## src/rtl/multiplica_colunas_seq.sv

```systemverilog
// multiplica_colunas_seq
// Sequential AES column mixer. Applies MixColumns (inversa=0) or
// InvMixColumns (inversa=1) to a 128-bit row-major state, working on
// COLUNAS_POR_CICLO columns per clock (1, 2 or 4).
//
// Ports
//   clk             clock, rising edge
//   rst             synchronous reset, active high
//   entrada_valida  bloco/inversa valid this cycle
//   entrada_pronta  unit can accept a block (OCIOSO)
//   bloco[127:0]    input state; byte k at [127-8k -: 8], column j = bytes j,j+4,j+8,j+12
//   inversa         mode, sampled together with bloco
//   saida_valida    saida holds a finished result (ENTREGA)
//   saida_pronta    consumer accepts saida this cycle
//   saida[127:0]    result state, same layout as bloco
//   ocupado         high in CALCULA or ENTREGA
//
// state   | meaning
// --------+-----------------------------------------------------------
// OCIOSO  | idle, waiting for a block; entrada_pronta=1
// CALCULA | mixing one column group per cycle, counter advances by N
// ENTREGA | result held on saida with saida_valida=1 until accepted

module multiplica_colunas_seq #(
  parameter int COLUNAS_POR_CICLO = 1
) (
  input  logic         clk,
  input  logic         rst,
  input  logic         entrada_valida,
  output logic         entrada_pronta,
  input  logic [127:0] bloco,
  input  logic         inversa,
  output logic         saida_valida,
  input  logic         saida_pronta,
  output logic [127:0] saida,
  output logic         ocupado
);

  if (!(COLUNAS_POR_CICLO == 1 || COLUNAS_POR_CICLO == 2 || COLUNAS_POR_CICLO == 4))
  begin : g_param_invalido
    $error("COLUNAS_POR_CICLO must be 1, 2 or 4");
  end

  typedef enum logic [1:0] {
    OCIOSO  = 2'd0,
    CALCULA = 2'd1,
    ENTREGA = 2'd2
  } estado_t;

  estado_t        estado_q, estado_d;
  logic [127:0]   dados_q, dados_d;
  logic           inversa_q, inversa_d;
  logic [1:0]     contador_q, contador_d;
  logic [2:0]     soma_contador;
  logic [127:0]   dados_misturados;

  // GF(2^8) helpers, reduction polynomial x^8+x^4+x^3+x+1
  function automatic logic [7:0] xtime(input logic [7:0] a);
    return {a[6:0], 1'b0} ^ (a[7] ? 8'h1b : 8'h00);
  endfunction

  function automatic logic [7:0] mul_02(input logic [7:0] a);
    return xtime(a);
  endfunction

  function automatic logic [7:0] mul_03(input logic [7:0] a);
    return xtime(a) ^ a;
  endfunction

  function automatic logic [7:0] mul_09(input logic [7:0] a);
    return xtime(xtime(xtime(a))) ^ a;
  endfunction

  function automatic logic [7:0] mul_0b(input logic [7:0] a);
    return xtime(xtime(xtime(a))) ^ xtime(a) ^ a;
  endfunction

  function automatic logic [7:0] mul_0d(input logic [7:0] a);
    return xtime(xtime(xtime(a))) ^ xtime(xtime(a)) ^ a;
  endfunction

  function automatic logic [7:0] mul_0e(input logic [7:0] a);
    return xtime(xtime(xtime(a))) ^ xtime(xtime(a)) ^ xtime(a);
  endfunction

  // Column packed as {a0,a1,a2,a3}, a0 = top row
  function automatic logic [31:0] mix_coluna(input logic [31:0] c, input logic inv);
    logic [7:0] a0, a1, a2, a3;
    logic [7:0] b0, b1, b2, b3;
    a0 = c[31:24];
    a1 = c[23:16];
    a2 = c[15:8];
    a3 = c[7:0];
    if (inv) begin
      b0 = mul_0e(a0) ^ mul_0b(a1) ^ mul_0d(a2) ^ mul_09(a3);
      b1 = mul_09(a0) ^ mul_0e(a1) ^ mul_0b(a2) ^ mul_0d(a3);
      b2 = mul_0d(a0) ^ mul_09(a1) ^ mul_0e(a2) ^ mul_0b(a3);
      b3 = mul_0b(a0) ^ mul_0d(a1) ^ mul_09(a2) ^ mul_0e(a3);
    end else begin
      b0 = mul_02(a0) ^ mul_03(a1) ^ a2 ^ a3;
      b1 = a0 ^ mul_02(a1) ^ mul_03(a2) ^ a3;
      b2 = a0 ^ a1 ^ mul_02(a2) ^ mul_03(a3);
      b3 = mul_03(a0) ^ a1 ^ a2 ^ mul_02(a3);
    end
    return {b0, b1, b2, b3};
  endfunction

  // Replace columns cnt..cnt+N-1 of s with their mixed values
  function automatic logic [127:0] mistura_grupo(input logic [127:0] s,
                                                 input logic [1:0]   cnt,
                                                 input logic         inv);
    logic [127:0] r;
    logic [31:0]  c;
    logic [31:0]  m;
    int           j;
    r = s;
    for (int i = 0; i < COLUNAS_POR_CICLO; i++) begin
      j = (int'(cnt) + i) % 4;
      for (int lin = 0; lin < 4; lin++) begin
        c[31-8*lin -: 8] = s[127-8*(j+4*lin) -: 8];
      end
      m = mix_coluna(c, inv);
      for (int lin = 0; lin < 4; lin++) begin
        r[127-8*(j+4*lin) -: 8] = m[31-8*lin -: 8];
      end
    end
    return r;
  endfunction

  // Carry out of the 2-bit counter marks the last column group
  assign soma_contador    = {1'b0, contador_q} + 3'(COLUNAS_POR_CICLO);
  assign dados_misturados = mistura_grupo(dados_q, contador_q, inversa_q);

  always_ff @(posedge clk) begin
    if (rst) begin
      estado_q   <= OCIOSO;
      dados_q    <= 128'h0;
      inversa_q  <= 1'b0;
      contador_q <= 2'd0;
    end else begin
      estado_q   <= estado_d;
      dados_q    <= dados_d;
      inversa_q  <= inversa_d;
      contador_q <= contador_d;
    end
  end

  always_comb begin
    estado_d   = estado_q;
    dados_d    = dados_q;
    inversa_d  = inversa_q;
    contador_d = contador_q;
    case (estado_q)
      OCIOSO: begin
        if (entrada_valida) begin
          dados_d    = bloco;
          inversa_d  = inversa;
          contador_d = 2'd0;
          estado_d   = CALCULA;
        end
      end
      CALCULA: begin
        dados_d    = dados_misturados;
        contador_d = soma_contador[1:0];
        if (soma_contador[2]) begin
          estado_d = ENTREGA;
        end
      end
      ENTREGA: begin
        if (saida_pronta) begin
          estado_d = OCIOSO;
        end
      end
      default: begin
        estado_d = OCIOSO;
      end
    endcase
  end

  always_comb begin
    entrada_pronta = (estado_q == OCIOSO);
    saida_valida   = (estado_q == ENTREGA);
    ocupado        = (estado_q == CALCULA) || (estado_q == ENTREGA);
  end

  assign saida = dados_q;

endmodule
```

## config.mk

```make
export PLATFORM = sky130hd
export DESIGN_NAME = multiplica_colunas_seq
export DESIGN_NICKNAME = d
export VERILOG_FILES = /design/src/rtl/multiplica_colunas_seq.sv
export SDC_FILE = /design/constraint.sdc
export NUM_CORES = 1
export LEC_CHECK = 0
export CAP_MARGIN = 5
export CORE_UTILIZATION = 49
export CTS_BUF_LIST = sky130_fd_sc_hd__clkbuf_2 sky130_fd_sc_hd__clkbuf_4 sky130_fd_sc_hd__clkbuf_8
export DETAILED_ROUTE_END_ITERATION = 8
export GPL_TIMING_DRIVEN = 0
export PLACE_DENSITY = 0.83
export SKIP_CTS_REPAIR_TIMING = 1
export SLEW_MARGIN = 0
export SYNTH_ARGS = -nofsm -noshare
export SYNTH_HDL_FRONTEND = slang
export SYNTH_SLANG_ARGS = --single-unit
```

## constraint.sdc

```tcl
create_clock -name clk -period 4.28 [get_ports clk]
set_input_delay 0.428 -clock clk [delete_from_list [all_inputs] [get_ports clk]]
set_output_delay 0.428 -clock clk [all_outputs]
set_load 0.02 [all_outputs]
```

==> flow_summary.yaml, run 1 <==
run_status:
  outcome: "finished clean"
sta:
  drv_slew: 0
  finalCritPeriodShare: 0.994
  rsz0062_at_grt: "false"
  period_minus_slack_ns: 4.25
  clock_skew_ns: 0.0136
  fmax_mhz: 235
  setup_viol: 0
  worst_pin_slew_ns: 1.04
  hold_viol_final: 0
  slew_headroom: 0.306
  setup-tns-final_ns: 0
hold_path:
  min_from: "saida[62]"
  hold_path_end: "saida[62]"
  holdPathStages: 2
  hold_class: "reg -> reg"
synthesis:
  synth-seq-cells: 133
  synth_compound_area_frac: 0.160
  synth_top_family_by_area: "XOR/XNOR gates"
  synth-simple-area-share: 0.140
  ys_dominant_reg_cell: "dfxtp_1"
  yosysWarnings: 0
  synth_fa_ha_area_frac: 0.00995
  synthMuxAreaShare: 0.0917
  ys_types: 48
  netlist_area_um2: 8800
  ys_seq_area_frac: 0.302
  synth_edf_count: 0
  syn_area_per_cell_um2: 9.60
  synth_xor_xnor_area_share: 0.247
  postSynthCellCount: 917
  postSynth.asyncResetShare: 0
  syn-num-nets: 1057
cts:
  cts_tree: "built"
  clk_path_buf_depth: 2
  root_buffer: "clkbuf_8"
  cts.sinks: 133
  clk_pin_slew_ns: 0.08
  htreeDepth: 4
  insertion_delay_ns: 0.48
  numCtsBuffers: 17
global_routing:
  grt_pass1_wl_um: 56000
  grt_overflow_total: 0
  grt_use_total: 0.421
  grt_max_degree: 17
  grt_pass1_vias: 9233
  antenna_found_initial: 0
critical_path:
  slowest_delay_ns: 0.42
  path_max_fanout: 10
  critical_path_cell_count: 12
  reg2regPathDepth: 12
  timing.rr.start: "contador_q[1]"
  r2r_end: "saida[19]"
  path_cells: "buf_6 -> buf_4 -> buf_4 -> buf_4 -> mux4_2 -> xnor2_2 -> xor2_1 -> xnor3_1 -> xor2_1 -> nand2_1 -> xnor2_2 -> o221ai_1"
  cp_data_arrival_time_ns: 4.59
  worstSetupPathType: "reg -> reg"
  critPathLaunchType: "flip-flop"
  critPathCaptureType: "flip-flop"
  worstPathRequired_ns: 4.62
  critPathBufInv: 4
  r2r_setup_slack_ns: 0.03
  crit_top_cell: "buf_4"
  critical_path.top_delay_family: "XOR/XNOR gates"
  crit_slowest_cell: "mux4_2"
finish:
  area_delta_synth_final_pct: 38.1
  fin_util: 0.698
  layout-drive-gt1-share: 0.0882
  final_common_cell: "clkdlybuf4s50_1"
  nets: 1340
  antenna_cells: 0
  layout_common_cells: "clkdlybuf4s50_1 (262), dfxtp_1 (133), nor2_1 (125)"
detailed_routing:
  drtAntennaViolNets: 0
  drt_wl_total_um: 39100
  vias_per_cell: 6.69
  drc: 0
  vias: 9621
  initialDrtViolationCount: 1411
  first_pass_iters: 6
  wl_per_cell_um: 27.2
placed_design:
  place.gp.congestion: 0.973
  portBuffers: 262
  dp_hpwl_um: 28700
die:
  fp.dieH_um: 136
  die_w_um: 136
  dieArea_um2: 18500
  core_area_um2: 17400
  start_util: 0.506
  io_pins: 264
  placementRows: 48
power_and_ir_drop:
  vdd_drop_max_mv: 0.467
  power_density_nw_per_um2: 691
  power.leakage_nw: 4.48
job:
  maxCapViolCount: 0
how the worst max path moves through the flow:
stage           endpoint  slack, ns          start
2_1_floorplan   saida[1]       1.12  contador_q[0]
3_3_place_gp   saida[66]       0.07  contador_q[1]
3_5_place_dp   saida[19]       0.10  contador_q[1]
4_1_cts        saida[19]       0.08  contador_q[1]
5_1_grt        saida[75]       0.02  contador_q[1]
6_report       saida[19]       0.03  contador_q[1]
metrics by stage:
step	total power, mW	setup slack, ns	area (um^2)	hold slack [ns]	cells
3_3_place_gp	6.97	0.0703	11700	0.487	1404
2_1_floorplan	5.39	1.12	8800	0.471	917
4_1_cts	8.16	0.0832	12200	0.505	1438
6_report	8.40	0.0271	12200	0.507	1438
5_1_grt	8.63	0.0241	12200	0.516	1438
3_5_place_dp	7.00	0.104	11700	0.492	1406
per-layer routing:
metal  wire, um  vias to the layer above  GRT usage
li1           -                     3946          -
met1      13500                     4529      0.520
met2      17300                      901      0.650
met3       5580                      245      0.128
met4       2690                        0      0.245
met5          0                        -          0
kinds of logic after synthesis:
| group | Yosys count |
|---|---|
| and+or+nand+nor | 275 |
| AOI/OAI and AO/OA | 193 |
| xor gates and xnor gates | 181 |
| DFF | 133 |
| buffers and inverters | 91 |
| muxes | 37 |
| adders and majority gates | 7 |
worst register-to-register path: stages (launching register included):
cell and delay, ns:
dfxtp_1 0.38, buf_6 0.23, buf_4 0.34, buf_4 0.36
buf_4 0.31, mux4_2 0.43, xnor2_2 0.33, xor2_1 0.42
xnor3_1 0.33, xor2_1 0.22, nand2_1 0.20, xnor2_2 0.40
o221ai_1 0.17
cells in the mapped netlist (all sizes together), types with 4 or more instances:
cell type | n | area [um^2]
buf | 19 | 160
nor2 | 125 | 469
o21ai | 14 | 70.1
o221ai | 5 | 43.8
ha | 7 | 87.6
xnor2 | 114 | 1130
dfxtp | 133 | 2660
and3 | 20 | 125
mux4 | 32 | 732
o22ai | 12 | 75.1
nand3 | 13 | 65.1
a221oi | 80 | 701
xnor3 | 23 | 522
inv | 9 | 33.8
clkbuf | 63 | 236
mux2i | 5 | 75.1
a32oi | 4 | 35.0
nor3 | 80 | 400
o32ai | 4 | 35.0
a211oi | 21 | 158
a2bb2oi | 4 | 35.0
or2 | 4 | 25.0
xor3 | 7 | 166
xor2 | 37 | 358
nand2 | 26 | 100
a21oi | 43 | 215
power breakdown:
group          total (mW)  switching (mW)  internal [mW]
sequential           1.66           0.205           1.45
combinational        5.59            3.13           2.47
clock                1.16           0.543          0.612
registers in the layout, summed over array words and instances, names as in the netlist:
register	cells
contador_q	2
saida	128
estado_q	2
inversa_q	1
cell type report:
| type | count | area, um^2 |
|---|---|---|
| multi-input cells | 693 | 5720 |
| fillers | 1356 | 5260 |
| flip-flops and latches | 133 | 2660 |
| repair buffers | 264 | 2640 |
| plain buffers | 82 | 397 |
| well taps | 225 | 282 |
| clock buffers | 20 | 269 |
| clock inverters | 12 | 153 |
| inverters | 9 | 33.8 |
Power figures use the tool's default switching activity.
==> run 2, diff against run 1 <==
- CELL_PAD_IN_SITES_DETAIL_PLACEMENT: default -> 1
- CELL_PAD_IN_SITES_GLOBAL_PLACEMENT: default -> 1
- CORE_UTILIZATION: 49 -> 37
- PLACE_DENSITY: 0.83 -> default
- PLACE_DENSITY_LB_ADDON: default -> 0.1
==> flow_summary.yaml, run 2 (same netlist as run 1, synthesis figures left out) <==
sta:
  setup_viol: 0
  rsz0062_at_grt: "false"
  finalCritPeriodShare: 0.984
  slew_headroom: 0.232
  period_minus_slack_ns: 4.21
  clock_skew_ns: 0.0162
  setup_ws_ns: 0.0685
  worst_pin_slew_ns: 1.14
  fmax_mhz: 237
  hold_viol_final: 0
  holdWs_ns: 0.516
  setup-tns-final_ns: 0
  drv_slew: 0
critical_path:
  path_max_fanout: 10
  crit_top_cell: "xnor2_4"
  critical_path.top_delay_family: "XOR/XNOR gates"
  timing.rr.start: "contador_q[0]"
  slowest_delay_ns: 0.52
  cp_data_arrival_time_ns: 4.55
  critPathBufInv: 4
  critPathCaptureType: "flip-flop"
  r2r_setup_slack_ns: 0.07
  worstPathRequired_ns: 4.62
  critPathLaunchType: "flip-flop"
  crit_slowest_cell: "dfxtp_2"
  worstSetupPathType: "reg -> reg"
  path_cells: "buf_6 -> buf_8 -> buf_12 -> buf_4 -> mux4_2 -> xnor2_4 -> xor2_2 -> xnor3_1 -> xor2_1 -> nand2_1 -> xnor2_4 -> o221ai_1"
  r2r_end: "saida[27]"
  reg2regPathDepth: 12
detailed_routing:
  vias_per_cell: 6.01
  drtAntennaViolNets: 0
  wl_per_cell_um: 28.7
  drt_wl_total_um: 44000
  vias: 9201
  initialDrtViolationCount: 880
  first_pass_iters: 5
  drc: 0
cts:
  insertion_delay_ns: 0.50
  clk_path_buf_depth: 2
  htreeDepth: 4
  root_buffer: "clkbuf_8"
  cts_tree: "built"
  cts.sinks: 133
  clk_pin_slew_ns: 0.09
  numCtsBuffers: 17
placed_design:
  place.gp.congestion: 0.973
  place_area_um2: 11900
  pre_cts_ws_ns: -0.290
  dp_hpwl_um: 33000
  portBuffers: 262
  dp_cells: 1500
power_and_ir_drop:
  vdd_drop_max_mv: 0.290
  power_frac_seq: 0.194
  power.switching_mw: 4.16
  internal-power_mw: 4.38
  power.leakage_nw: 4.47
  comb_power_share: 0.681
  switching_share: 0.487
  power_density_nw_per_um2: 696
  clkPwrFrac: 0.125
  finalPower_mw: 8.55
global_routing:
  grt_use_total: 0.364
  antenna_found_initial: 1
  grt_max_degree: 17
  grt_pass1_wl_um: 62500
  grt_overflow_total: 0
  grt_pass1_vias: 9413
die:
  dieArea_um2: 24400
  io_pins: 264
  die_w_um: 156
  core_area_um2: 23400
  start_util: 0.376
  placementRows: 56
  fp.dieH_um: 156
job:
  maxCapViolCount: 0
hold_path:
  min_from: "saida[84]"
  hold_class: "reg -> reg"
  holdPathStages: 2
  hold_path_end: "saida[84]"
finish:
  final_common_cell: "clkdlybuf4s50_1"
  layout_common_cells: "clkdlybuf4s50_1 (262), dfxtp_1 (132), nor2_1 (125)"
  largest_register_ff_count: 128
  multi_input_area_um2: 5780
  fin_util: 0.525
  area_delta_synth_final_pct: 39.5
  layout-drive-gt1-share: 0.0908
  seqCellArea_um2: 2660
  nets: 1339
  antenna_cells: 0
  nFillCells: 2706
  stdcell_count: 1531
  fin_area_um2: 12300
run_status:
  outcome: "finished clean"
## run 2: final cells by class
type,count,share of cell area
Buffer,81,0.0320
Clock buffer,17,0.0190
Clock inverter,15,0.0113
Inverter,9,0.00275
Multi-Input combinational cell,693,0.470
Sequential cell,133,0.217
Tap cell,319,0.0325
Timing Repair Buffer,264,0.215
## run 2: worst max path at each step
| stage | to | cells past startpoint | from | slack, ns |
|---|---|---|---|---|
| 3_3_place_gp | saida[68] | 9 | contador_q[1] | -0.23 |
| 2_1_floorplan | saida[1] | 9 | contador_q[0] | 1.12 |
| 3_5_place_dp | saida[11] | 12 | contador_q[0] | -0.29 |
| 4_1_cts | saida[27] | 12 | contador_q[0] | -0.31 |
| 5_1_grt | saida[73] | 12 | contador_q[0] | 0.02 |
| 6_report | saida[27] | 12 | contador_q[0] | 0.07 |
## run 2: worst reg2reg max path: cells and delay by family, from the launching register on
| kind | cells | cell delay, ns |
|---|---|---|
| XOR/XNOR | 5 | 1.66 |
| buffers and inverters | 4 | 1.02 |
| flip-flops | 1 | 0.52 |
| multiplexers | 1 | 0.46 |
| AND/OR/NAND/NOR | 1 | 0.26 |
| AO/OA/AOI/OAI | 1 | 0.15 |
## run 2: routing by layer
metal | track usage | vias up | wire (um) | part of all wire
met5 | 0 | - | 0 | 0
met4 | 0.157 | 0 | 1500 | 0.034
met3 | 0.0762 | 99 | 3590 | 0.081
met2 | 0.597 | 494 | 21100 | 0.48
met1 | 0.461 | 4659 | 17800 | 0.40
li1 | - | 3949 | - | -
## run 2: power by group through the flow
stage	Clock, mW	Sequential [mW]	Combinational [mW]
2_1_floorplan	0	1.86	3.53
3_3_place_gp	0	1.67	5.50
3_5_place_dp	0	1.67	5.55
4_1_cts	1.07	1.65	5.59
5_1_grt	1.11	1.67	6.03
6_report	1.07	1.66	5.82
